<file path="config.mk">
export PLATFORM = sky130hd
export DESIGN_NAME = uart_byte_tx
export DESIGN_NICKNAME = d
export VERILOG_FILES = /design/src/rtl/uart_pkg.sv /design/src/rtl/uart_baud_gen.sv /design/src/rtl/uart_byte_tx.sv
export SDC_FILE = /design/constraint.sdc
export NUM_CORES = 1
export LEC_CHECK = 0
export CAP_MARGIN = 20
export CELL_PAD_IN_SITES_DETAIL_PLACEMENT = 1
export CELL_PAD_IN_SITES_GLOBAL_PLACEMENT = 1
export CORE_MARGIN = 10
export CORE_UTILIZATION = 37
export DETAILED_ROUTE_END_ITERATION = 10
export PLACE_DENSITY_LB_ADDON = 0.2
export REMOVE_ABC_BUFFERS = 1
export SLEW_MARGIN = 20
export SYNTH_ARGS = -nofsm -noshare
export SYNTH_HDL_FRONTEND = slang
export SYNTH_HIERARCHICAL = 1
export SYNTH_SLANG_ARGS = --single-unit
export TNS_END_PERCENT = 50
</file>
<file path="constraint.sdc">
create_clock -name clk -period 2.35 [get_ports clk]
set_input_delay 0.705 -clock clk [delete_from_list [all_inputs] [get_ports clk]]
set_output_delay 0.705 -clock clk [all_outputs]
set_load 0.005 [all_outputs]
</file>
<file path="src/rtl/uart_pkg.sv">
// Shared types and helpers for the UART blocks.
package uart_pkg;

    localparam int unsigned DATA_BITS = 8;

    typedef enum logic [2:0] {
        IDLE,
        START,
        DATA,
        PARITY,
        STOP
    } tx_state_t;

    function automatic int unsigned clks_per_bit(input int unsigned clk_hz, input int unsigned baud);
        return clk_hz / baud;
    endfunction

endpackage

</file>
<file path="src/rtl/uart_baud_gen.sv">
// Bit-period counter: counts 0..CLKS_PER_BIT-1 while enabled, with a one-cycle
// tick on the last count of every bit period.
module uart_baud_gen #(
    parameter int unsigned CLKS_PER_BIT = 10,
    localparam int unsigned CW = (CLKS_PER_BIT > 1) ? $clog2(CLKS_PER_BIT) : 1
) (
    input  logic clk,
    input  logic rst,
    input  logic clear,
    input  logic enable,
    output logic bit_tick
);

    logic [CW-1:0] count;

    assign bit_tick = enable && (count == CW'(CLKS_PER_BIT - 1));

    always_ff @(posedge clk) begin
        if (rst || clear) begin
            count <= '0;
        end else if (enable) begin
            if (bit_tick) begin
                count <= '0;
            end else begin
                count <= count + 1'b1;
            end
        end
    end

endmodule

</file>
<file path="src/rtl/uart_byte_tx.sv">
// Byte-wide valid/ready UART transmitter: 8 data bits LSB first, optional even
// parity, one or two stop bits. tx and busy are registered.
module uart_byte_tx
    import uart_pkg::*;
#(
    parameter int unsigned CLK_HZ    = 10_000_000,
    parameter int unsigned BAUD      = 115_200,
    parameter int unsigned PARITY_EN = 0,
    parameter int unsigned STOP_BITS = 1
) (
    input  logic       clk,
    input  logic       rst,
    input  logic [7:0] data_in,
    input  logic       valid_in,
    output logic       ready_out,
    output logic       tx,
    output logic       busy
);

    localparam int unsigned CLKS_PER_BIT = clks_per_bit(CLK_HZ, BAUD);

    if (CLKS_PER_BIT < 2 || (STOP_BITS != 1 && STOP_BITS != 2)) begin : g_param_check
        $error("uart_byte_tx: illegal CLKS_PER_BIT or STOP_BITS");
    end

    tx_state_t state, state_d;
    logic [DATA_BITS-1:0] sreg, sreg_d;
    logic [2:0]           idx, idx_d;
    logic                 par_q, par_d;
    logic                 tx_d, busy_d;
    logic                 bit_tick;

    uart_baud_gen #(
        .CLKS_PER_BIT(CLKS_PER_BIT)
    ) u_baud (
        .clk     (clk),
        .rst     (rst),
        .clear   (state == IDLE),
        .enable  (state != IDLE),
        .bit_tick(bit_tick)
    );

    assign ready_out = (state == IDLE);

    always_ff @(posedge clk) begin
        if (rst) begin
            state <= IDLE;
            sreg  <= '0;
            idx   <= '0;
            par_q <= 1'b0;
            tx    <= 1'b1;
            busy  <= 1'b0;
        end else begin
            state <= state_d;
            sreg  <= sreg_d;
            idx   <= idx_d;
            par_q <= par_d;
            tx    <= tx_d;
            busy  <= busy_d;
        end
    end

    // tx_d is the line level for the state being entered, so tx lines up with
    // state without a combinational output path.
    always_comb begin
        state_d = state;
        sreg_d  = sreg;
        idx_d   = idx;
        par_d   = par_q;
        tx_d    = tx;
        unique case (state)
            IDLE: begin
                tx_d = 1'b1;
                if (valid_in) begin
                    state_d = START;
                    sreg_d  = data_in;
                    par_d   = ^data_in;
                    idx_d   = '0;
                    tx_d    = 1'b0;
                end
            end
            START: begin
                if (bit_tick) begin
                    state_d = DATA;
                    idx_d   = '0;
                    tx_d    = sreg[0];
                end
            end
            DATA: begin
                if (bit_tick) begin
                    if (idx == 3'(DATA_BITS - 1)) begin
                        idx_d = '0;
                        if (PARITY_EN != 0) begin
                            state_d = PARITY;
                            tx_d    = par_q;
                        end else begin
                            state_d = STOP;
                            tx_d    = 1'b1;
                        end
                    end else begin
                        idx_d  = idx + 3'd1;
                        sreg_d = sreg >> 1;
                        tx_d   = sreg[1];
                    end
                end
            end
            PARITY: begin
                if (bit_tick) begin
                    state_d = STOP;
                    idx_d   = '0;
                    tx_d    = 1'b1;
                end
            end
            STOP: begin
                tx_d = 1'b1;
                if (bit_tick) begin
                    if (idx == 3'(STOP_BITS - 1)) begin
                        state_d = IDLE;
                        idx_d   = '0;
                    end else begin
                        idx_d = idx + 3'd1;
                    end
                end
            end
            default: begin
                state_d = IDLE;
                tx_d    = 1'b1;
            end
        endcase
        busy_d = (state_d != IDLE);
    end

endmodule

</file>
# Yosys cells after proc, flatten, opt, wreduce, memory -nomap -nowiden
# Index checks and enable logic that the tools add are counted.
# classes
add_sub_neg	2
eq_ne	13
mux	26
reduce_logical	12
# ops
operator	count
2-to-1 mux 3 bit	13
2-to-1 mux 8 bit	3
one-hot mux 8 bit (2 select lines)	1
one-hot mux 3 bit (5 select lines)	1
!= test 2 bit (second input constant)	6
one-hot mux 3 bit (4 select lines)	1
adder 7 x 1 -> 7 bit (second input constant)	1
== test 7 bit (second input constant)	1
2-to-1 mux 7 bit	1
== test 3 x 2 -> 1 bit (second input constant)	2
== test 3 bit (second input constant)	2
logical NOT 3 bit	2
nonzero test 3 bit	2
2-to-1 mux 1 bit	5
AND reduction 5 bit	1
one-hot mux 1 bit (4 select lines)	1
AND reduction 4 bit	1
nonzero test 4 bit	1
adder 3 x 1 -> 3 bit (second input constant)	1
== test 3 x 1 -> 1 bit (second input constant)	1
AND reduction 3 bit	1
!= test 2 x 1 -> 1 bit (second input constant)	1
nonzero test 2 bit	1
OR reduction 2 bit	1
other kinds (2)	2
# totals
reg_bits	23
input_bits	11
output_inout_bits	3
elab_cells	59

# Longest topological paths before layout
# Gate-level depths: netlist of run 1.
# depth
word_depth	5
mapped_depth	9
ltp_nobuf	8

# Modules after synthesis
# Netlist of run 1, hierarchy kept.
# by_module_without_submodules
module	instances	cells_per_inst	area_per_inst_um2	seq_area_each_um2
uart_byte_tx	1	98	860.8	320.3
uart_baud_gen	1	38	339.1	140.1

# Worst setup path before layout of run 1
# No wires, ideal clock.
# synth_path
path_kind	flip-flop to flip-flop
from	reg state[0]
to	reg sreg[1]
setup_ns	0.088
arrival_ns	2.117
required_time_ns	2.262
path_slack_ns	0.144
stages_incl_launch_ff	10
path_buffers	2
period_less_slack_ns	2.206
cell_sequence	dfxtp_1 buf_2 or3_1 nand4_1 nor2_1 nand3b_2 a211oi_4 buf_6 nor2_1 a311oi_2
# synth_between
elab_chain_cells	4
word_cells_on_any_way	10
cone_classes	eq/ne (4); mux (1); reduce/logical (5)
# synth_rtl
item	line	text
start, declared	uart_byte_tx.sv:26	tx_state_t state, state_d;
start signal, assigned	uart_byte_tx.sv:54	state <= state_d;
nonzero test 3 bit	uart_byte_tx.sv:39	.enable (state != IDLE),
logical AND 1 bit	uart_baud_gen.sv:16	assign bit_tick = enable && (count == CW'(CLKS_PER_BIT - 1));
net bit_tick	uart_byte_tx.sv:31	logic bit_tick;
!= test 2 bit (no line)	-	
AND reduction 4 bit (no line)	-	
end signal, assigned	uart_byte_tx.sv:55	sreg <= sreg_d;
end, declared	uart_byte_tx.sv:27	logic [DATA_BITS-1:0] sreg, sreg_d;
# The timed path passes the listed nets, and every way through them passes these cells.
# A chain may end at the register's enable or synchronous reset.

# Final worst setup path of run 1
# layout_path
from	reg u_baud.count[0]
to	reg sreg[1]
# layout_between
elab_chain_cells	4
# layout_rtl
item	line	text
start, declared	uart_baud_gen.sv:14	logic [CW-1:0] count;
start signal, assigned	uart_baud_gen.sv:25	count <= count + 1'b1;
== test 7 bit	uart_baud_gen.sv:16	
logical AND 1 bit	uart_baud_gen.sv:16	
net bit_tick	uart_byte_tx.sv:31	
!= test 2 bit (no line)	-	
AND reduction 4 bit (no line)	-	
# The timed path passes the listed nets, and every way through them passes these cells.

==> results.txt, run 1 <==
Status - finished clean
Initial DRC Count - 48
Maxcap violations - 0
CTS max path bufs - 2
Leak Pwr - 0.541 nW
First-pass detailed-route iteration total - 4
First-pass GRT wire length - 4.96 mm
CP startpoint - u_baud/count[0]$_SDFFE_PP0P_
Root Driver - clkbuf_4
Critical Path AT - 2.32 ns
Site Rows - 20
Final worst slack - 0.274 ns
Mapped Area - 1200 um2
Post-route ant nets - 0
Hold Violations, Final - 0
Die Height - 76.9 um
Synth Area per Inst - 8.82 um2
Via count - 1051
IO Count - 14
GRT busiest layer - met2
Clock transition at path regs - 0.13 ns
CP Class - reg -> reg
Rel. slew slack - 65.1%
Total gr overflow - 0
Peak supply drop - 0.235 mV
Die X - 76.9 um
Share of the synthesized area in the top cell type - 38.4%
Worst setup EP type - flop
Reg2reg start - u_baud/count[0]$_SDFFE_PP0P_
Period minus WS final - 2.08 ns
TritonCTS clock tree - done
Hold Path Cell Cnt - 2
Routed WL per cell - 14.1 um
Slew Limit Fails - 0
Critical path launch point type - flop
Port Buffers - 13
Final Skew - 0.00216 ns
Nets@finish - 172
Power per standard cell area - 488 nW/um2
Synth Area in Adders - 5.21%
Register-to-Register Path Depth - 8
Hold Path Class - reg -> reg
Reg2reg end - sreg[1]$_SDFFE_PP0P_
Post-route DRC violation count - 0
Total routed wirelength - 2.81 mm
Fin Setup TNS - 0 ns
Hold buffer count at cts - 0
Antenna violations before repair - 0
Sequential share of the synthesized area - 38.4%
N_diodes - 0
Met3 Usage GRT - 3.61%
Mux cell area share after synthesis - 2.61%
Met1 GRT Util - 10.5%
RSZ-0062 raised after global routing - no
Filler instances - 370
XOR/XNOR Fraction of Synth Area - 2.19%
Die area - 5920 um2
Cells after synthesis - 136
Fmax - 482 MHz
Largest cells by area after synthesis - dfxtp_1, nand2_1, ha_1
Tot GR Track Use - 9.94%
Period utilization - 88.4%
Critical Path RT - 2.59 ns
CP max FO - 16
Endpoints failing setup - 0
Starting Density - 39.0%
Post-DP HPWL - 2.15 mm
Via-to-Cell Ratio - 5.28
Compound-Gate Fraction of Synth Area - 20.3%
Yosys reg bits - 23
Vias in the first global route - 1104
Routing usage on met2 - 17.6%
Clock Latency Late Sink - 0.32 ns
Pre-CTS setup slack - 0.0323 ns
Total power - 0.712 mW
Largest family of logic cells by synthesized area - simple AND/OR/NAND/NOR gates
Crit path to - sreg[1]$_SDFFE_PP0P_
Worst reg-to-reg setup slack - 0.27 ns
Synth unique cells - 39
Syn-to-layout area delta - 21.6%
Clock sinks - 23
H-tree depth - 1
Layout cell share with drive strength beyond 1 - 17.4%
Core ar. - 3080 um2
Hold_ws - 0.496 ns
Biggest area consumer among synthesized cells - dfxtp_1
Synth warnings - 6
Inserted Clock Buffers - 3
GP Congestion - 0.811
Simple-gate share of the synthesized area - 26.1%
Slew @ Worst Pin - 0.521 ns
Largest net degree at the start of global routing - 17
## Yosys cell counts, drive strengths merged
cell type	count
nand3b	1
o21ai	3
a21oi	7
mux2	1
nor3	1
a211o	1
a311oi	7
or3b	3
dfxtp	23
o31ai	3
nand2b	4
a211oi	2
o2111ai	2
nor3b	2
nand3	3
xor2	3
or2	3
or2b	1
nand2	19
nand4	3
o32ai	2
or3	4
and3	1
inv	7
clkbuf	2
mux2i	2
nor2	16
ha	5
buf	4
o211ai	1
## cell families (layout without fill, tap and decap cells)
| kind of cell | Yosys count | count (layout) |
|---|---|---|
| AND/OR/NAND/NOR | 61 | 61 |
| flip-flops | 23 | 23 |
| adder cells (fa/ha/maj) | 5 | 5 |
| multiplexers | 3 | 3 |
| AO/OA/AOI/OAI | 28 | 28 |
| XOR/XNOR | 3 | 3 |
| buffers and inverters | 13 | 32 |
## metal layers
| layer | part of all wire, % | up-vias |
|---|---|---|
| li1 | - | 523 |
| met1 | 44 | 506 |
| met2 | 49 | 17 |
| met3 | 5.2 | 5 |
| met4 | 1.7 | 0 |
| met5 | 0 | - |
## placed cells by master, fill, tap and decap left out, types with 3 or more instances in the layout
cell type and instances:
nand2_1 19, inv_1 6, or2_2 3, xor2_1 3, or3_1 3, a311oi_1 5
a21oi_1 7, clkdlybuf4s50_1 12, dfxtp_1 23, ha_1 5, nand4_1 3, clkbuf_4 3
buf_4 7, nor2_1 15, nand2b_1 4, nand3_1 3, o31ai_1 3
## timing repair
item	CTS	global route
gates resized for setup	3	2
setup buffers	1	0
setup endpoints to repair	1	8
pin swaps	1	0
## sequential cells by signal, indices dropped and copies added (netlist names)
name	flops
tx	1
sreg	8
state	3
idx	3
busy	1
u_baud/count	7
## power by group
part / switching [mW] / internal [mW]
Clock: 0.126 / 0.0666
Combinational: 0.0487 / 0.0567
Sequential: 0.00852 / 0.405
## layout make-up
class	instances	area, um2	share of cell area (%)
sequential	23	460	31.6
clock buffer	4	26.3	1.80
inverter	7	26.3	1.80
timing repair buffer	21	201	13.8
multi-input combinational	100	689	47.3
tap	44	55.1	3.77
## through the flow
step	cell area (um2)	instances	utilization, %
floorplan	1160	130	-
global placement	1410	194	45.9
detailed placement	1410	194	45.9
CTS	1450	199	47.2
global route	1460	199	47.4
finish	1460	199	47.4
## critical path: stages, from the launching register on
cell and delay (ns):
dfxtp_1 0.44, ha_1 0.18, nand4_1 0.22, nor2_4 0.26, nand3b_2 0.14, a211oi_4 0.30
buf_12 0.18, nor2_1 0.05, a311oi_2 0.23
## how the worst min path moves through the flow
stage,startpoint,endpoint
2_1_floorplan,sreg[7]$_SDFFE_PP0P_,sreg[7]$_SDFFE_PP0P_
3_3_place_gp,tx$_SDFFE_PP1P_,tx$_SDFFE_PP1P_
3_5_place_dp,tx$_SDFFE_PP1P_,tx$_SDFFE_PP1P_
4_1_cts,sreg[7]$_SDFFE_PP0P_,sreg[7]$_SDFFE_PP0P_
5_1_grt,sreg[7]$_SDFFE_PP0P_,sreg[6]$_SDFFE_PP0P_
6_report,sreg[7]$_SDFFE_PP0P_,sreg[7]$_SDFFE_PP0P_
Power figures use the tool's default switching activity.
==> run 2, diff against run 1 <==
--- a/config.mk
+++ b/config.mk
@@ -13,6 +13,7 @@
 export DETAILED_ROUTE_END_ITERATION = 10
 export PLACE_DENSITY_LB_ADDON = 0.2
 export REMOVE_ABC_BUFFERS = 1
+export SKIP_CTS_REPAIR_TIMING = 1
 export SLEW_MARGIN = 20
 export SYNTH_ARGS = -nofsm -noshare
 export SYNTH_HDL_FRONTEND = slang
==> results.txt, run 2 (same netlist as run 1, synthesis figures left out) <==
Status - finished clean (unchanged)
Via count - 1045 (was 1051)
Worst setup EP type - flop (unchanged)
Clock transition at path regs - 0.13 ns (about the same)
Max FFs per register - 8 (unchanged)
Layout cell share with drive strength beyond 1 - 18.1% (was 17.4%)
Cell Chain, Critical Path - ha_1 > nand4_1 > nor2_4 > nand3b_2 > a211oi_4 > buf_12 > nor2_1 > a311oi_2 (unchanged)
Site Rows - 20 (unchanged)
Rel. slew slack - 65.1% (about the same)
Slew Limit Fails - 0 (unchanged)
Critical path launch point type - flop (unchanged)
Period minus WS final - 2.07 ns (was 2.08 ns)
N_diodes - 0 (unchanged)
Endpoints failing setup - 0 (unchanged)
Post-route ant nets - 0 (unchanged)
Slew @ Worst Pin - 0.521 ns (about the same)
Via-to-Cell Ratio - 5.25 (was 5.28)
Crit path to - sreg[1]$_SDFFE_PP0P_ (unchanged)
Critical Path RT - 2.59 ns (about the same)
Die area - 5920 um2 (unchanged)
Vias in the first global route - 1098 (was 1104)
Starting Density - 39.0% (unchanged)
GRT busiest layer - met2 (unchanged)
First-pass detailed-route iteration total - 3 (was 4)
Largest stage delay, worst path - 0.44 ns (about the same)
Die X - 76.9 um (unchanged)
GP Congestion - 0.811 (unchanged)
Crit-path slowest cell - dfxtp_1 (unchanged)
Total routed wirelength - 2.79 mm (was 2.81 mm)
P_int - 0.529 mW (about the same)
Port Buffers - 13 (unchanged)
Largest net degree at the start of global routing - 17 (unchanged)
Core ar. - 3080 um2 (unchanged)
Routing usage on met2 - 17.2% (was 17.6%)
Root Driver - clkbuf_4 (unchanged)
CTS max path bufs - 2 (unchanged)
TritonCTS clock tree - done (unchanged)
Clock power share - 27.0% (was 27.1%)
Leak Pwr - 0.547 nW (was 0.541 nW)
Final Skew - 0.00366 ns (was 0.00216 ns)
Largest regs - sreg (8), u_baud/count (7) (unchanged)
Top reg by flops - sreg (unchanged)
Clock Latency Late Sink - 0.32 ns (about the same)
Die Height - 76.9 um (unchanged)
Hold Violations, Final - 0 (unchanged)
H-tree depth - 1 (unchanged)
Met1 GRT Util - 10.4% (was 10.5%)
CP startpoint - u_baud/count[0]$_SDFFE_PP0P_ (unchanged)
Period utilization - 88.2% (was 88.4%)
Placed Cells incl. Taps - 194 (unchanged)
Syn-to-layout area delta - 22.0% (was 21.6%)
RSZ-0062 raised after global routing - no (unchanged)
Register-to-Register Path Depth - 8 (unchanged)
Post-DP HPWL - 2.15 mm (unchanged)
Peak supply drop - 0.235 mV (about the same)
Post-route DRC violation count - 0 (unchanged)
Sequential Power Share - 58.2% (was 58.1%)
CP Class - reg -> reg (unchanged)
Commonest non-fill, non-tap cell in the layout - dfxtp_1 (unchanged)
Reg2reg start - u_baud/count[0]$_SDFFE_PP0P_ (unchanged)
Initial DRC Count - 41 (was 48)
Tot GR Track Use - 9.79% (was 9.94%)
Worst reg-to-reg setup slack - 0.28 ns (was 0.27 ns)
First-pass GRT wire length - 4.89 mm (was 4.96 mm)
Inserted Clock Buffers - 3 (unchanged)
Antenna violations before repair - 0 (unchanged)
Reg2reg end - sreg[1]$_SDFFE_PP0P_ (unchanged)
Hold Path Class - reg -> reg (unchanged)
Psw - 0.182 mW (was 0.184 mW)
Total power - 0.711 mW (was 0.712 mW)
Power per standard cell area - 486 nW/um2 (was 488 nW/um2)
Clock sinks - 23 (unchanged)
Switching share of power - 25.6% (was 25.8%)
CP max FO - 16 (unchanged)
Met3 Usage GRT - 3.61% (unchanged)
Most frequent cells in the layout - dfxtp_1, nand2_1, nor2_1 (unchanged)
Filler instances - 371 (was 370)
Fmax - 483 MHz (was 482 MHz)
Critical Path AT - 2.32 ns (about the same)
IO Count - 14 (unchanged)
Comb power frac - 14.8% (about the same)
Nets@finish - 172 (unchanged)
Post-route insts no fill - 199 (unchanged)
Total gr overflow - 0 (unchanged)
Maxcap violations - 0 (unchanged)
Routed WL per cell - 14.0 um (was 14.1 um)
-- run 2: cell count changes in the layout (fill, tap and decap cells not counted) --
cell / previous run / this run
dfxtp_1: 23 / 22
dlymetal6s2s_1: 0 / 1
dlygate4sd2_1: 1 / 0
dfxtp_2: 0 / 1
-- run 2: layout make-up --
cell class	instances	area [um2]	share of cell area (%)
clock buffer	4	26.3	1.79
inverter	7	26.3	1.79
multi-input combinational	100	689	47.1
sequential	23	462	31.5
tap	44	55.1	3.76
timing repair buffer	21	205	14.0
-- run 2: layer usage --
metal,share of wire (%),vias up
met2,49,15
met5,0,-
met4,0.82,0
met1,45,506
li1,-,521
met3,5.1,3
-- run 2: stage by stage --
step	setup slack, ns	area, um2	setup TNS [ns]	hold WS [ns]	util (%)
after floorplan	0.0524	1160	0	0.440	-
after global placement	0.171	1410	0	0.451	45.9
after detailed placement	0.0323	1410	0	0.464	45.9
after CTS	-0.167	1440	-0.167	0.496	46.8
after global routing	0.0829	1460	0	0.524	47.6
final	0.278	1460	0	0.496	47.6
-- run 2: how the worst min path moves through the flow --
stage,start,to,slack [ns],depth (start not counted)
4_1_cts,sreg[7]$_SDFFE_PP0P_,sreg[7]$_SDFFE_PP0P_,0.50,2
6_report,sreg[7]$_SDFFE_PP0P_,sreg[7]$_SDFFE_PP0P_,0.50,2
2_1_floorplan,sreg[7]$_SDFFE_PP0P_,sreg[7]$_SDFFE_PP0P_,0.44,2
5_1_grt,sreg[7]$_SDFFE_PP0P_,sreg[6]$_SDFFE_PP0P_,0.52,2
3_5_place_dp,tx$_SDFFE_PP1P_,tx$_SDFFE_PP1P_,0.46,1
3_3_place_gp,tx$_SDFFE_PP1P_,tx$_SDFFE_PP1P_,0.45,1
-- run 2: power groups by stage --
| stage | clock network [mW] | registers (mW) | logic (mW) |
|---|---|---|---|
| final | 0.192 | 0.414 | 0.105 |
| after global routing | 0.217 | 0.417 | 0.117 |
| after CTS | 0.204 | 0.414 | 0.104 |
| after detailed placement | 0 | 0.423 | 0.104 |
| after global placement | 0 | 0.422 | 0.101 |
| after floorplan | 0 | 0.424 | 0.0475 |
-- run 2: worst max-delay path, delay by kind of cell, from the launching register on --
| kind | cells | cell delay [ns] |
|---|---|---|
| DFF | 1 | 0.44 |
| AOI/OAI and AO/OA | 2 | 0.53 |
| buffers and inverters | 1 | 0.18 |
| adders and majority gates | 1 | 0.19 |
| and+or+nand+nor | 4 | 0.66 |
==> run 3, diff against run 2 <==
--- a/config.mk
+++ b/config.mk
@@ -5,11 +5,12 @@
 export SDC_FILE = /design/constraint.sdc
 export NUM_CORES = 1
 export LEC_CHECK = 0
+export ABC_AREA = 1
 export CAP_MARGIN = 20
 export CELL_PAD_IN_SITES_DETAIL_PLACEMENT = 1
 export CELL_PAD_IN_SITES_GLOBAL_PLACEMENT = 1
 export CORE_MARGIN = 10
-export CORE_UTILIZATION = 37
+export CORE_UTILIZATION = 35
 export DETAILED_ROUTE_END_ITERATION = 10
 export PLACE_DENSITY_LB_ADDON = 0.2
 export REMOVE_ABC_BUFFERS = 1
==> results.txt, run 3 <==
Worst setup EP type - output pin (was flop)
Register-to-Register Path Depth - 13 (was 8)
Leak Pwr - 0.788 nW (was 0.547 nW)
Port Buffers - 13 (unchanged)
Multi-input gate area - 797 um2 (was 689 um2)
Tot GR Track Use - 10.3% (was 9.79%)
Hold_ws - 0.506 ns (was 0.496 ns)
Initial DRC Count - 32 (was 41)
Hold Path Cell Cnt - 2 (unchanged)
Most common cell in the netlist - nand2_1 (was dfxtp_1)
Biggest area consumer among synthesized cells - dfxtp_1 (unchanged)
Post-route ant nets - 0 (unchanged)
Rel. slew slack - 66.3% (was 65.1%)
Post-DP HPWL - 2.52 mm (was 2.15 mm)
Hold Path Class - reg -> reg (unchanged)
Crit-path slowest cell - clkdlybuf4s50_1 (was dfxtp_1)
Share of the synthesized area in the top cell type - 32.5% (was 38.4%)
Reg2reg start - state[2]$_SDFF_PP0_ (was u_baud/count[0]$_SDFFE_PP0P_)
Largest cells by area after synthesis - dfxtp_1, nand2_1, nor2_1 (was dfxtp_1, nand2_1, ha_1)
Syn-to-layout area delta - 15.8% (was 22.0%)
First-pass detailed-route iteration total - 4 (was 3)
Final Skew - 0.00341 ns (was 0.00366 ns)
Cells after synthesis - 221 (was 136)
Worst reg-to-reg setup slack - 0.51 ns (was 0.28 ns)
Clock Latency Late Sink - 0.27 ns (was 0.32 ns)
Peak supply drop - 0.354 mV (was 0.235 mV)
Nets@finish - 252 (was 172)
Max FFs per register - 8 (unchanged)
Reg2reg end - idx[0]$_SDFFE_PP0P_ (was sreg[1]$_SDFFE_PP0P_)
Critical Path AT - 1.52 ns (was 2.32 ns)
Total routed wirelength - 3.32 mm (was 2.79 mm)
Routed WL per cell - 11.6 um (was 14.0 um)
Status - finished clean (unchanged)
Maxcap violations - 0 (unchanged)
Endpoints failing setup - 0 (unchanged)
Commonest non-fill, non-tap cell in the layout - nand2_1 (was dfxtp_1)
Largest stage delay, worst path - 0.50 ns (was 0.44 ns)
Via-to-Cell Ratio - 4.64 (was 5.25)
Largest net degree at the start of global routing - 20 (was 17)
Core ar. - 3940 um2 (was 3080 um2)
Clock sinks - 23 (unchanged)
Most frequent cells in the layout - nand2_1, nor2_1, inv_1 (was dfxtp_1, nand2_1, nor2_1)
Primary FF master, synth - dfxtp_1 (unchanged)
Synth Area per Inst - 6.40 um2 (was 8.82 um2)
RSZ-0062 raised after global routing - no (unchanged)
Antenna violations before repair - 0 (unchanged)
H-tree depth - 1 (unchanged)
CP Class - reg -> out (was reg -> reg)
Hold Violations, Final - 0 (unchanged)
Clock transition at path regs - 0.09 ns (was 0.13 ns)
Hold EP - u_baud/count[5]$_SDFFE_PP0P_ (was sreg[7]$_SDFFE_PP0P_)
N_diodes - 0 (unchanged)
Power per standard cell area - 552 nW/um2 (was 486 nW/um2)
Inserted Clock Buffers - 3 (unchanged)
Synth warnings - 6 (unchanged)
Via count - 1321 (was 1045)
Slew @ Worst Pin - 0.505 ns (was 0.521 ns)
Fraction of registers with async set/reset - 0% (unchanged)
Site Rows - 23 (was 20)
Cell Chain, Critical Path - nor2_4 > nand2_2 > inv_1 > clkdlybuf4s50_1 (was ha_1 > nand4_1 > nor2_4 > nand3b_2 > a211oi_4 > buf_12 > nor2_1 > a311oi_2)
Sequential share of the synthesized area - 32.5% (was 38.4%)
Register Area - 463 um2 (was 462 um2)
Top cells by count, synth - nand2_1, nor2_1, inv_1, dfxtp_1, nand3_1 (was dfxtp_1, nand2_1, nor2_1, a21oi_1, inv_1)
Post-route DRC violation count - 0 (unchanged)
Number of synthesized flops with an enable pin - 0 (unchanged)
Top reg by flops - sreg (unchanged)
TritonCTS clock tree - done (unchanged)
Mapped Area - 1420 um2 (was 1200 um2)
Critical Path RT - 1.64 ns (was 2.59 ns)
Post-Route Utilization - 41.6% (was 47.6%)
Period minus WS final - 2.22 ns (was 2.07 ns)
Period utilization - 94.6% (was 88.2%)
First-pass GRT wire length - 6.07 mm (was 4.89 mm)
Synth unique cells - 24 (was 39)
Die X - 83.6 um (was 76.9 um)
Yosys reg bits - 23 (unchanged)
GP Congestion - 0.859 (was 0.811)
Starting Density - 35.9% (was 39.0%)
Largest regs - sreg (8), u_baud/count (7) (unchanged)
Total gr overflow - 0 (unchanged)
Layout cell share with drive strength beyond 1 - 11.5% (was 18.1%)
Fmax - 450 MHz (was 483 MHz)
CP max FO - 8 (was 16)
Root Driver - clkbuf_8 (was clkbuf_4)
IO Count - 14 (unchanged)
Vias in the first global route - 1352 (was 1098)
Die Height - 83.6 um (was 76.9 um)
Hold path start - u_baud/count[5]$_SDFFE_PP0P_ (was sreg[7]$_SDFFE_PP0P_)
Filler instances - 532 (was 371)
CTS max path bufs - 2 (unchanged)
Slew Limit Fails - 0 (unchanged)
Critical path launch point type - flop (unchanged)
Die area - 6990 um2 (was 5920 um2)
[run 3: cell types whose count changed after synthesis, moves of 6 or more]
cell     delta
nand3_1    +11
inv_1      +24
nor2_2      +6
o21ai_0     +6
nand2_1    +44
nor2_1     +26
[run 3: layout make-up]
| cell class | instances | share of cell area (%) |
|---|---|---|
| clock buffers | 3 | 2.52 |
| clock inverters | 1 | 0.458 |
| inverters | 32 | 7.48 |
| multi-input cells | 161 | 48.6 |
| flip-flops and latches | 23 | 28.2 |
| well taps | 50 | 3.82 |
| repair buffers | 15 | 8.85 |
[run 3: how the worst max path moves through the flow]
stage	startpoint	end	slack, ns	depth (start not counted)
2_1_floorplan	state[1]$_SDFF_PP0_	idx[0]$_SDFFE_PP0P_	0.48	13
3_3_place_gp	state[0]$_SDFF_PP0_	ready_out	0.29	4
3_5_place_dp	state[0]$_SDFF_PP0_	ready_out	0.24	4
4_1_cts	state[0]$_SDFF_PP0_	ready_out	-0.08	4
5_1_grt	state[0]$_SDFF_PP0_	ready_out	0.03	4
6_report	state[0]$_SDFF_PP0_	ready_out	0.13	4
[run 3: kinds of logic after synthesis]
family | Yosys count | synth area share, %
XOR/XNOR | 2 | 1.24
flip-flops | 23 | 32.5
buffers and inverters | 37 | 11.7
AND/OR/NAND/NOR | 138 | 43.7
adder cells (fa/ha/maj) | 5 | 4.42
AO/OA/AOI/OAI | 16 | 6.45
[run 3: worst max-delay path, delay by kind of cell, from the launching register on]
| family | cells | cell delay, ns |
|---|---|---|
| simple gates | 2 | 0.26 |
| buf+inv | 2 | 0.59 |
| flops | 1 | 0.39 |
[run 3: layer usage]
metal / routed length (um) / track usage, % / up-vias / share of wire [%]
met5: 0 / 0 / - / 0
met2: 1580 / 16.9 / 8 / 48
met3: 75 / 2.73 / 5 / 2.3
met1: 1600 / 12.3 / 611 / 48
li1: - / - / 697 / -
met4: 64 / 4.11 / 0 / 1.9
[run 3: through the flow]
stage | power (mW) | setup TNS [ns] | area (um2) | worst slack [ns] | instances
after floorplan | 0.585 | 0 | 1370 | 0.483 | 216
after global placement | 0.647 | 0 | 1580 | 0.292 | 281
after detailed placement | 0.652 | 0 | 1580 | 0.243 | 281
after CTS | 0.926 | -0.0778 | 1630 | -0.0778 | 285
after global routing | 0.977 | 0 | 1640 | 0.0315 | 285
final | 0.905 | 0 | 1640 | 0.127 | 285
[run 3: power by group]
part | internal, mW | switching (mW) | total [mW] | leakage, nW
clock | 0.120 | 0.143 | 0.264 | 0.0217
sequential | 0.423 | 0.0192 | 0.443 | 0.190
combinational | 0.0825 | 0.116 | 0.199 | 0.577
total | 0.626 | 0.279 | 0.905 | 0.788
